==> src/rtl/mimasuo_pkg.sv <==
// mimasuo_pkg: session-controller state type, default parameters and counter-width helpers.
package mimasuo_pkg;

    typedef enum logic [2:0] {
        IDLE,
        ENTRY,
        CHECK,
        OPEN,
        LOCKOUT
    } state_t;

    localparam int DEF_CODE_LEN       = 5;
    localparam int DEF_MAX_FAIL       = 3;
    localparam int DEF_CHECK_WAIT     = 2;
    localparam int DEF_OPEN_CYCLES    = 500;
    localparam int DEF_LOCKOUT_CYCLES = 5000;
    localparam int DEF_TIMEOUT        = 1000;

    function automatic int cnt_width(input int max_val);
        return (max_val < 1) ? 1 : $clog2(max_val + 1);
    endfunction

    function automatic int max2(input int a, input int b);
        return (a > b) ? a : b;
    endfunction

endpackage

==> src/rtl/mimasuo_edge.sv <==
// mimasuo_edge: rising-edge detector for the two digit buttons; a simultaneous rise on both is rejected.
module mimasuo_edge (
    input  logic clk,
    input  logic rst_n,
    input  logic i_btn0,
    input  logic i_btn1,
    output logic o_rise0,
    output logic o_rise1
);

    logic [1:0] r_level;
    logic       w_up0;
    logic       w_up1;

    always_ff @(posedge clk or negedge rst_n) begin
        if (!rst_n) r_level <= '0;
        else        r_level <= {i_btn1, i_btn0};
    end

    assign w_up0   = i_btn0 & ~r_level[0];
    assign w_up1   = i_btn1 & ~r_level[1];
    assign o_rise0 = w_up0 & ~w_up1;
    assign o_rise1 = w_up1 & ~w_up0;

endmodule

==> src/rtl/mimasuo_ctrl.sv <==
// mimasuo_ctrl: session controller for the mimasuo_logic lock core (digit pulses, verdict, open/lockout).
// Define MIMASUO_CTRL_TIMEOUT_EN to abandon an attempt after TIMEOUT idle cycles in ENTRY.
module mimasuo_ctrl
    import mimasuo_pkg::*;
#(
    parameter int CODE_LEN       = DEF_CODE_LEN,
    parameter int MAX_FAIL       = DEF_MAX_FAIL,
    parameter int CHECK_WAIT     = DEF_CHECK_WAIT,
    parameter int OPEN_CYCLES    = DEF_OPEN_CYCLES,
    parameter int LOCKOUT_CYCLES = DEF_LOCKOUT_CYCLES,
    parameter int TIMEOUT        = DEF_TIMEOUT
) (
    input  logic                          clk,
    input  logic                          rst_n,
    input  logic                          button0,
    input  logic                          button1,
    input  logic                          unlock_in,
    output logic                          core_button0,
    output logic                          core_button1,
    output logic                          core_clr,
    output logic                          door_open,
    output logic                          alarm,
    output logic [$clog2(MAX_FAIL+1)-1:0] fail_cnt
);

    localparam int FW = $clog2(MAX_FAIL + 1);
    localparam int DW = cnt_width(CODE_LEN);
    localparam int TW = cnt_width(max2(max2(CHECK_WAIT, OPEN_CYCLES), max2(LOCKOUT_CYCLES, TIMEOUT)));

    state_t        r_state, w_state_nxt;
    logic [DW-1:0] r_digits, w_digits_nxt;
    logic [TW-1:0] r_timer, w_timer_nxt;
    logic [FW-1:0] r_fail, w_fail_nxt;
    logic          r_btn0, r_btn1, r_clr, w_clr_nxt;
    logic          w_rise0, w_rise1, w_press, w_accept;

    mimasuo_edge u_edge (
        .clk     (clk),
        .rst_n   (rst_n),
        .i_btn0  (button0),
        .i_btn1  (button1),
        .o_rise0 (w_rise0),
        .o_rise1 (w_rise1)
    );

    assign w_press  = w_rise0 | w_rise1;
    assign w_accept = (r_state == IDLE) || (r_state == ENTRY);

    always_comb begin
        w_state_nxt  = r_state;
        w_digits_nxt = r_digits;
        w_timer_nxt  = r_timer;
        w_fail_nxt   = r_fail;
        w_clr_nxt    = 1'b0;
        unique case (r_state)
            IDLE, ENTRY: begin
                if (w_press) begin
                    if (r_digits == DW'(CODE_LEN - 1)) begin
                        w_state_nxt  = CHECK;
                        w_digits_nxt = '0;
                        w_timer_nxt  = TW'(CHECK_WAIT);
                    end else begin
                        w_state_nxt  = ENTRY;
                        w_digits_nxt = r_digits + DW'(1);
`ifdef MIMASUO_CTRL_TIMEOUT_EN
                        w_timer_nxt  = TW'(TIMEOUT - 1);
`endif
                    end
                end
`ifdef MIMASUO_CTRL_TIMEOUT_EN
                else if (r_state == ENTRY) begin
                    if (r_timer == '0) begin
                        w_state_nxt  = IDLE;
                        w_digits_nxt = '0;
                        w_clr_nxt    = 1'b1;
                    end else begin
                        w_timer_nxt = r_timer - TW'(1);
                    end
                end
`endif
            end
            CHECK: begin
                // First CHECK cycle coincides with the last digit pulse; the core cannot answer yet.
                if (r_timer == TW'(CHECK_WAIT)) begin
                    w_timer_nxt = r_timer - TW'(1);
                end else if (unlock_in) begin
                    w_state_nxt = OPEN;
                    w_timer_nxt = TW'(OPEN_CYCLES - 1);
                end else if (r_timer == '0) begin
                    w_clr_nxt  = 1'b1;
                    w_fail_nxt = (r_fail < FW'(MAX_FAIL)) ? r_fail + FW'(1) : r_fail;
                    if (w_fail_nxt == FW'(MAX_FAIL)) begin
                        w_state_nxt = LOCKOUT;
                        w_timer_nxt = TW'(LOCKOUT_CYCLES - 1);
                    end else begin
                        w_state_nxt = IDLE;
                    end
                end else begin
                    w_timer_nxt = r_timer - TW'(1);
                end
            end
            OPEN, LOCKOUT: begin
                if (r_timer == '0) begin
                    w_state_nxt = IDLE;
                    w_fail_nxt  = '0;
                    w_clr_nxt   = 1'b1;
                end else begin
                    w_timer_nxt = r_timer - TW'(1);
                end
            end
            default: w_state_nxt = IDLE;
        endcase
    end

    always_ff @(posedge clk or negedge rst_n) begin
        if (!rst_n) begin
            r_state  <= IDLE;
            r_digits <= '0;
            r_timer  <= '0;
            r_fail   <= '0;
            r_clr    <= 1'b0;
            r_btn0   <= 1'b0;
            r_btn1   <= 1'b0;
        end else begin
            r_state  <= w_state_nxt;
            r_digits <= w_digits_nxt;
            r_timer  <= w_timer_nxt;
            r_fail   <= w_fail_nxt;
            r_clr    <= w_clr_nxt;
            r_btn0   <= w_rise0 & w_accept;
            r_btn1   <= w_rise1 & w_accept;
        end
    end

    assign core_button0 = r_btn0;
    assign core_button1 = r_btn1;
    assign core_clr     = r_clr;
    assign door_open    = (r_state == OPEN);
    assign alarm        = (r_state == LOCKOUT);
    assign fail_cnt     = r_fail;

endmodule

==> config.mk <==
export PLATFORM = sky130hd
export DESIGN_NAME = mimasuo_ctrl
export DESIGN_NICKNAME = d
export VERILOG_FILES = /design/src/rtl/mimasuo_pkg.sv /design/src/rtl/mimasuo_edge.sv /design/src/rtl/mimasuo_ctrl.sv
export SDC_FILE = /design/constraint.sdc
export NUM_CORES = 1
export LEC_CHECK = 0
export CORE_ASPECT_RATIO = 0.8
export CORE_MARGIN = 2
export CORE_UTILIZATION = 55
export DETAILED_ROUTE_END_ITERATION = 8
export PLACE_DENSITY = 0.85
export SLEW_MARGIN = 20
export SYNTH_ARGS = -nofsm -noshare
export SYNTH_HDL_FRONTEND = slang
export SYNTH_SLANG_ARGS = --single-unit
==> constraint.sdc <==
create_clock -name clk -period 5.8 [get_ports clk]
set_input_delay 1.16 -clock clk [delete_from_list [all_inputs] [get_ports clk]]
set_output_delay 1.16 -clock clk [all_outputs]
set_load 0.005 [all_outputs]
---- Yosys cells after proc, flatten, opt, wreduce, memory -nomap -nowiden ----
Index checks and enable logic that the tools add are counted.
operators by class
  divide/modulo/power cells ............... 0
  reductions and logical operators ........ 11
  $mul .................................... 0
  add/sub/neg operators ................... 3
  eq/ne operators ......................... 16
  shifts and indexed selects .............. 0
  multiplexer cells ....................... 27
  $lt $le $gt $ge ......................... 1
  bitwise gates (word level) .............. 11
operators by type and width
  cell                   number
  $mux 13                7
  $pmux 13 s3            1
  $mux 3                 7
  $ne 2x2->1 const B     7
  $eq 13x2->1 const B    1
  $logic_not 13->1       1
  $sub 13x1->13 const B  1
  $mux 2                 6
  $reduce_and 5->1       2
  $pmux 3 s3             1
  $and 1x1->1            6
  $eq 3x2->1 const B     2
  $eq 3x3->1 const B     2
  $ne 5x5->1 const B     1
  $not 1->1              4
  $pmux 2 s2             1
  $reduce_and 4->1       1
  $reduce_or 2->1        2
  $add 3x1->3 const B    1
  $eq 3x1->1 const B     1
  $logic_not 3->1        1
  $mux 1                 3
  $ne 3x3->1 const B     1
  $reduce_bool 3->1      1
  other kinds (8)        8
storage, ports and cells
  input bits .............................. 5
  memories ................................ 0
  bits in latches ......................... 0
  output and inout port bits .............. 7
  ROM bits ................................ 0
  RAM bits ................................ 0
  register bits after elaboration ......... 26

---- Longest topological paths before layout ----
  word-level depth ........................ 8
  gate-level depth with buffers ........... 8

---- Modules after synthesis ----
From an unflattened synthesis, not the netlist that was laid out.
unflattened totals
  cell total of the unflattened synthesis .. 174
  area, all modules ....................... 1,632.8 um2
modules (own cells, without submodules)
  module        cells an instance  sequential area each (um2)  area an instance (um2)  times used
  mimasuo_ctrl  168                600.6                       1,541.5                 1
  mimasuo_edge  6                  50.0                        91.3                    1

---- Worst setup path before layout ----
OpenSTA, ideal clock, no wires.
  kind .................................... input port to flip-flop
  start point ............................. in button1
  end point ............................... reg r_timer[10]
  path buffers ............................ 1
  stages .................................. 8
  data required time ...................... 5.674 ns
  path slack .............................. 2.991 ns
  data arrival time ....................... 2.683 ns
  cells stage by stage .................... nand2b_1 inv_1 ha_1 o21ai_0 o211ai_2 or2_2 buf_2 a221o_1
between the ends
  word-level cells in the longest chain between the ends .. 6
ends and longest elaborated chain
  item                                   line                 text
  start: declaration                     mimasuo_ctrl.sv:16   input logic button1,
  $and 1x1->1 (*)                        mimasuo_edge.sv:21   assign w_up1 = i_btn1 & ~r_level[1];
  $not 1->1                              mimasuo_edge.sv:22   assign o_rise0 = w_up0 & ~w_up1;
  $and 1x1->1                            mimasuo_edge.sv:22
  $or 1x1->1 (*)                         mimasuo_ctrl.sv:46   assign w_press = w_rise0 | w_rise1;
  $ne 2x2->1 (no source line) (*)        -
  $reduce_and 5->1 (no source line) (*)  -
  end signal: assignment                 mimasuo_ctrl.sv:127  r_timer <= w_timer_nxt;
  end: declaration                       mimasuo_ctrl.sv:32   logic [TW-1:0] r_timer, w_timer_nxt;
Every way passes the cells marked *; elsewhere a longest branch is shown, timed or not.
A chain may end at the register's enable or synchronous reset.

---- Worst setup path in the final report ----
  start point ............................. in button0
  end point ............................... reg r_timer[3]
between the ends
  word-level cells in the longest chain between the ends .. 6
ends and longest elaborated chain
  item                                   line                text
  start: declaration                     mimasuo_ctrl.sv:15  input logic button0,
  $and 1x1->1 (*)                        mimasuo_edge.sv:20  assign w_up0 = i_btn0 & ~r_level[0];
  $not 1->1                              mimasuo_edge.sv:23  assign o_rise1 = w_up1 & ~w_up0;
  $and 1x1->1                            mimasuo_edge.sv:23
  $or 1x1->1 (*)                         mimasuo_ctrl.sv:46
  $ne 2x2->1 (no source line) (*)        -
  $reduce_and 5->1 (no source line) (*)  -
Marks and branches as above.

==> results.md <==
| Stage | Parameter | Reported |
|:---|:---|:---|
| status | Result of the run | completed |
| placed design | Number of buffers inserted by port buffering | 11 |
| layout | Synth-to-layout area growth | 11.8% |
| drt | Number of nets still failing antenna checks after routing | 0 |
| clocking | CTS Buf Count | 3 |
| floorplan | Initial cell density of the core | 56.8% |
| critical path | Critical path data required time | 5.97 ns |
| placed design | DPL Wire Length | 2990 um |
| grt | Global-route wire length before repair | 7010 um |
| critical path | Crit end category | register |
| synthesis | Post-synthesis sequential element count | 26 |
| synthesis | Fraction of synthesized area in multiplexers | 3.14% |
| placed design | Routability Congestion | 0.895 |
| floorplan | Core footprint | 3020 um^2 |
| layout | Final layout net count | 198 |
| clocking | # clock sinks | 26 |
| synthesis | Library cell with the largest summed area after synthesis | dfrtp_1 |
| grt | Remaining global-route overflow | 0 |
| synthesis | Top cells by instance count after synthesis | 26 x dfrtp_1, 16 x nor2_1, 13 x inv_1 |
| critical path | Kind of start point of the critical path | input pin |
| sta | Total negative setup slack | 0 ns |
| synthesis | Post-synthesis instance total | 177 |
| clocking | Clock latency of the later-clocked register in the worst-skew pair | 0.28 ns |
| grt | Initial antenna violation count | 0 |
| synthesis | Total of warnings raised by yosys | 0 |
| sta | Max-slew headroom | 50.2% |
| layout | Share of post-route cells with drive strength above 1 | 14.5% |
| synthesis | Top cells by area in the synthesized netlist | dfrtp_1 38%, nor4_4 5.0%, ha_1 4.4%, nor2_1 3.5%, inv_1 2.8% |
| flow run | Max cap viols | 0 |
| floorplan | Number of ports placed on the die boundary | 12 |
| synthesis | Main combinational cell family by area after synthesis | simple AND/OR/NAND/NOR gates |
| synthesis | Post-Synth XOR/XNOR Area | 0.511% |
| sta | RSZ-0062 raised after global routing | no |
| grt | Number of global-route vias before repair | 1,378 |
| floorplan | Cell Rows | 18 |
| layout | Layout filler cell count | 271 |
| sta | Slew Viols, Final | 0 |
| drt | Iteration-0 DRC count of the detailed router | 204 |
| layout | Final core area utilization | 63.5% |
| synthesis | Most frequent cell after synthesis | dfrtp_1 |
| drt | Number of vias per cell after detailed routing | 6.53 |
| critical path | Data arrival, critical path | 3.44 ns |
| synthesis | Main synth FF type | dfrtp_1 |
| drt | Routed wire length per instance | 17.6 um |
| power | Maximum vdd drop | 0.000210 V |
| floorplan | Horiz. Die Dim | 66.4 um |
| synthesis | Area of the mapped netlist | 1710 um^2 |
| sta | Post-route minimum period | 3.27 ns |
| synthesis | Share of the yosys chip area belonging to registers | 38.0% |
| grt | Pin count of the biggest net entering global routing | 27 |
| critical path | CP max FO | 13 |
| sta | Worst Slack Setup Final | 2.53 ns |
| placed design | Placement-stage worst setup slack | 2.24 ns |
| sta | Slew at the pin with the worst max-slew slack | 0.741 ns |
| synthesis | Net count after synthesis | 188 |
| drt | First drt pass iteration count | 5 |
| clocking | Max Root-Sink Buffers | 2 |
| sta | Final number of setup-violating endpoints | 0 |
| clocking | Deepest level of the CTS H-tree | 1 |
| clocking | TritonCTS clock tree | yes |
| worst hold path | Worst hold path class | register to register |
| drt | DRC errors left | 0 |
| sta | Maximum achievable frequency | 0.305 GHz |
| grt | All-Layer GR Usage | 26.7% |
| drt | Total Wirelength | 3980 um |
| floorplan | Overall die height | 53.9 um |
| power | Power per cell area | 483 nW/um^2 |
| synthesis | Arithmetic-cell share of the synthesized area counting full adders, half adders and majority gates | 4.38% |
| clocking | CTS-repair resized insts | 0 |
| synthesis | Number of enable flip-flop cells after synthesis | 0 |
| layout | Ant diodes | 0 |
| synthesis | Top cell type's share of synthesized area | 38.0% |
| sta | Worst hold slack after final layout | 0.519 ns |
| clocking | Cell at the root of the clock tree | clkbuf_8 |
| synthesis | Compound-Gate Fraction of Synth Area | 22.6% |
| critical path | Critical setup path kind | input pin to register |
| synthesis | Post-synth cell types | 51 |
| synthesis | Synth Area per Inst | 9.68 um^2 |
| drt | Number of vias in the routed layout | 1,476 |
| clocking | Clock slew seen by the registers of the worst setup and hold paths | 0.09 ns |
| synthesis | Area fraction in and, or, nand and nor cells after synthesis | 25.9% |
| sta | Maximum clock skew at final layout | 0.00599 ns |
| sta | Fin. Hold Viols | 0 |
| clocking | Cts-stage hold buffer count | 0 |
| power | Leakage power total | 0.805 nW |
| floorplan | Overall die area | 3580 um^2 |
| synthesis | Proportion of register bits with asynchronous set or reset after synthesis | 100% |
| sta | Fin crit share | 56.5% |
| clocking | Setup fix buffers added after clock tree synthesis | 0 |
==> cell type report <==
class                      instances  area [um^2]  area share, %
clock buffer                       3         41.3           2.16
clock inverter                     1         30.0           1.57
inverter                          13         48.8           2.55
multi-input combinational        130          970           50.6
sequential                        26          651           34.0
tap                               40         50.0           2.61
timing repair buffer              13          125           6.53
==> metal layers <==
layer / routed length (um) / part of all wire, % / up-vias / GRT usage [%]
li1: - / - / 692 / -
met4: 20 / 0.50 / 0 / 6.12
met2: 1810 / 46 / 58 / 40.5
met1: 1870 / 47 / 722 / 39.4
met3: 276 / 6.9 / 4 / 5.44
met5: 0 / 0 / - / 0
==> power by group <==
group,switching (W),leakage (nW),total (W),internal (W)
Combinational,0.000303,0.428,0.000491,0.000188
Sequential,0.0000590,0.342,0.000283,0.000224
Clock,0.0000588,0.0357,0.000151,0.0000925
Total,0.000421,0.805,0.000925,0.000505
==> stage by stage <==
step | instance area [um^2] | instances | power [W]
2_1_floorplan | 1710 | 177 | 0.000652
3_3_place_gp | 1840 | 222 | 0.000744
4_1_cts | 1920 | 226 | 0.000916
5_1_grt | 1920 | 226 | 0.000997
6_report | 1920 | 226 | 0.000925
3_5_place_dp | 1840 | 222 | 0.000763
==> registers in the layout, summed over array words and instances (netlist names) <==
signal	flops
u_edge.r_level	2
r_state	3
core_button0	1
core_clr	1
r_digits	3
fail_cnt	2
core_button1	1
r_timer	13
==> placed cells by master, fill, tap and decap left out, drive strengths merged, types with 3 or more instances in the layout <==
| cell | n |
|---|---|
| nor2 | 17 |
| mux2 | 3 |
| nand3 | 6 |
| clkbuf | 3 |
| ha | 6 |
| inv | 13 |
| o21ai | 8 |
| a31oi | 4 |
| or2 | 3 |
| a211oi | 7 |
| nand2b | 3 |
| clkdlybuf4s50 | 11 |
| nor3b | 5 |
| a211o | 3 |
| nand2 | 9 |
| a21oi | 5 |
| nor4 | 6 |
| nor3 | 4 |
| and2 | 3 |
| a41oi | 3 |
| dfrtp | 26 |
| o22ai | 3 |
| nand4 | 3 |
==> cells by family after synthesis <==
group,count (synthesis)
compound gates,50
xor+xnor,1
fa+ha+maj,6
buf+inv,21
flops,26
mux,5
simple gates,68
==> critical path, cell delays in order <==
cell and delay [ns]:
clkdlybuf4s50_1 0.49, nand2b_1 0.09, ha_1 0.33, o21ai_0 0.22, o211ai_2 0.30, or2_2 0.48
a221o_1 0.37
==> worst paths after layout <==
path,startpoint,endpoint,slack (ns),cells after the start
setup / recovery,button0,r_timer[3]$_DFFE_PN0P_,2.53,7
hold / removal,r_digits[2]$_DFFE_PN0P_,r_digits[2]$_DFFE_PN0P_,0.52,1
setup reg to reg,r_timer[0]$_DFFE_PN0P_,r_timer[0]$_DFFE_PN0P_,2.78,7
hold reg to reg,r_digits[2]$_DFFE_PN0P_,r_digits[2]$_DFFE_PN0P_,0.52,1
max in group asynchronous,rst_n,r_timer[0]$_DFFE_PN0P_,4.31,2
min in group asynchronous,rst_n,r_timer[8]$_DFFE_PN0P_,1.24,2
Note: power is estimated with default switching activity, not from simulation.
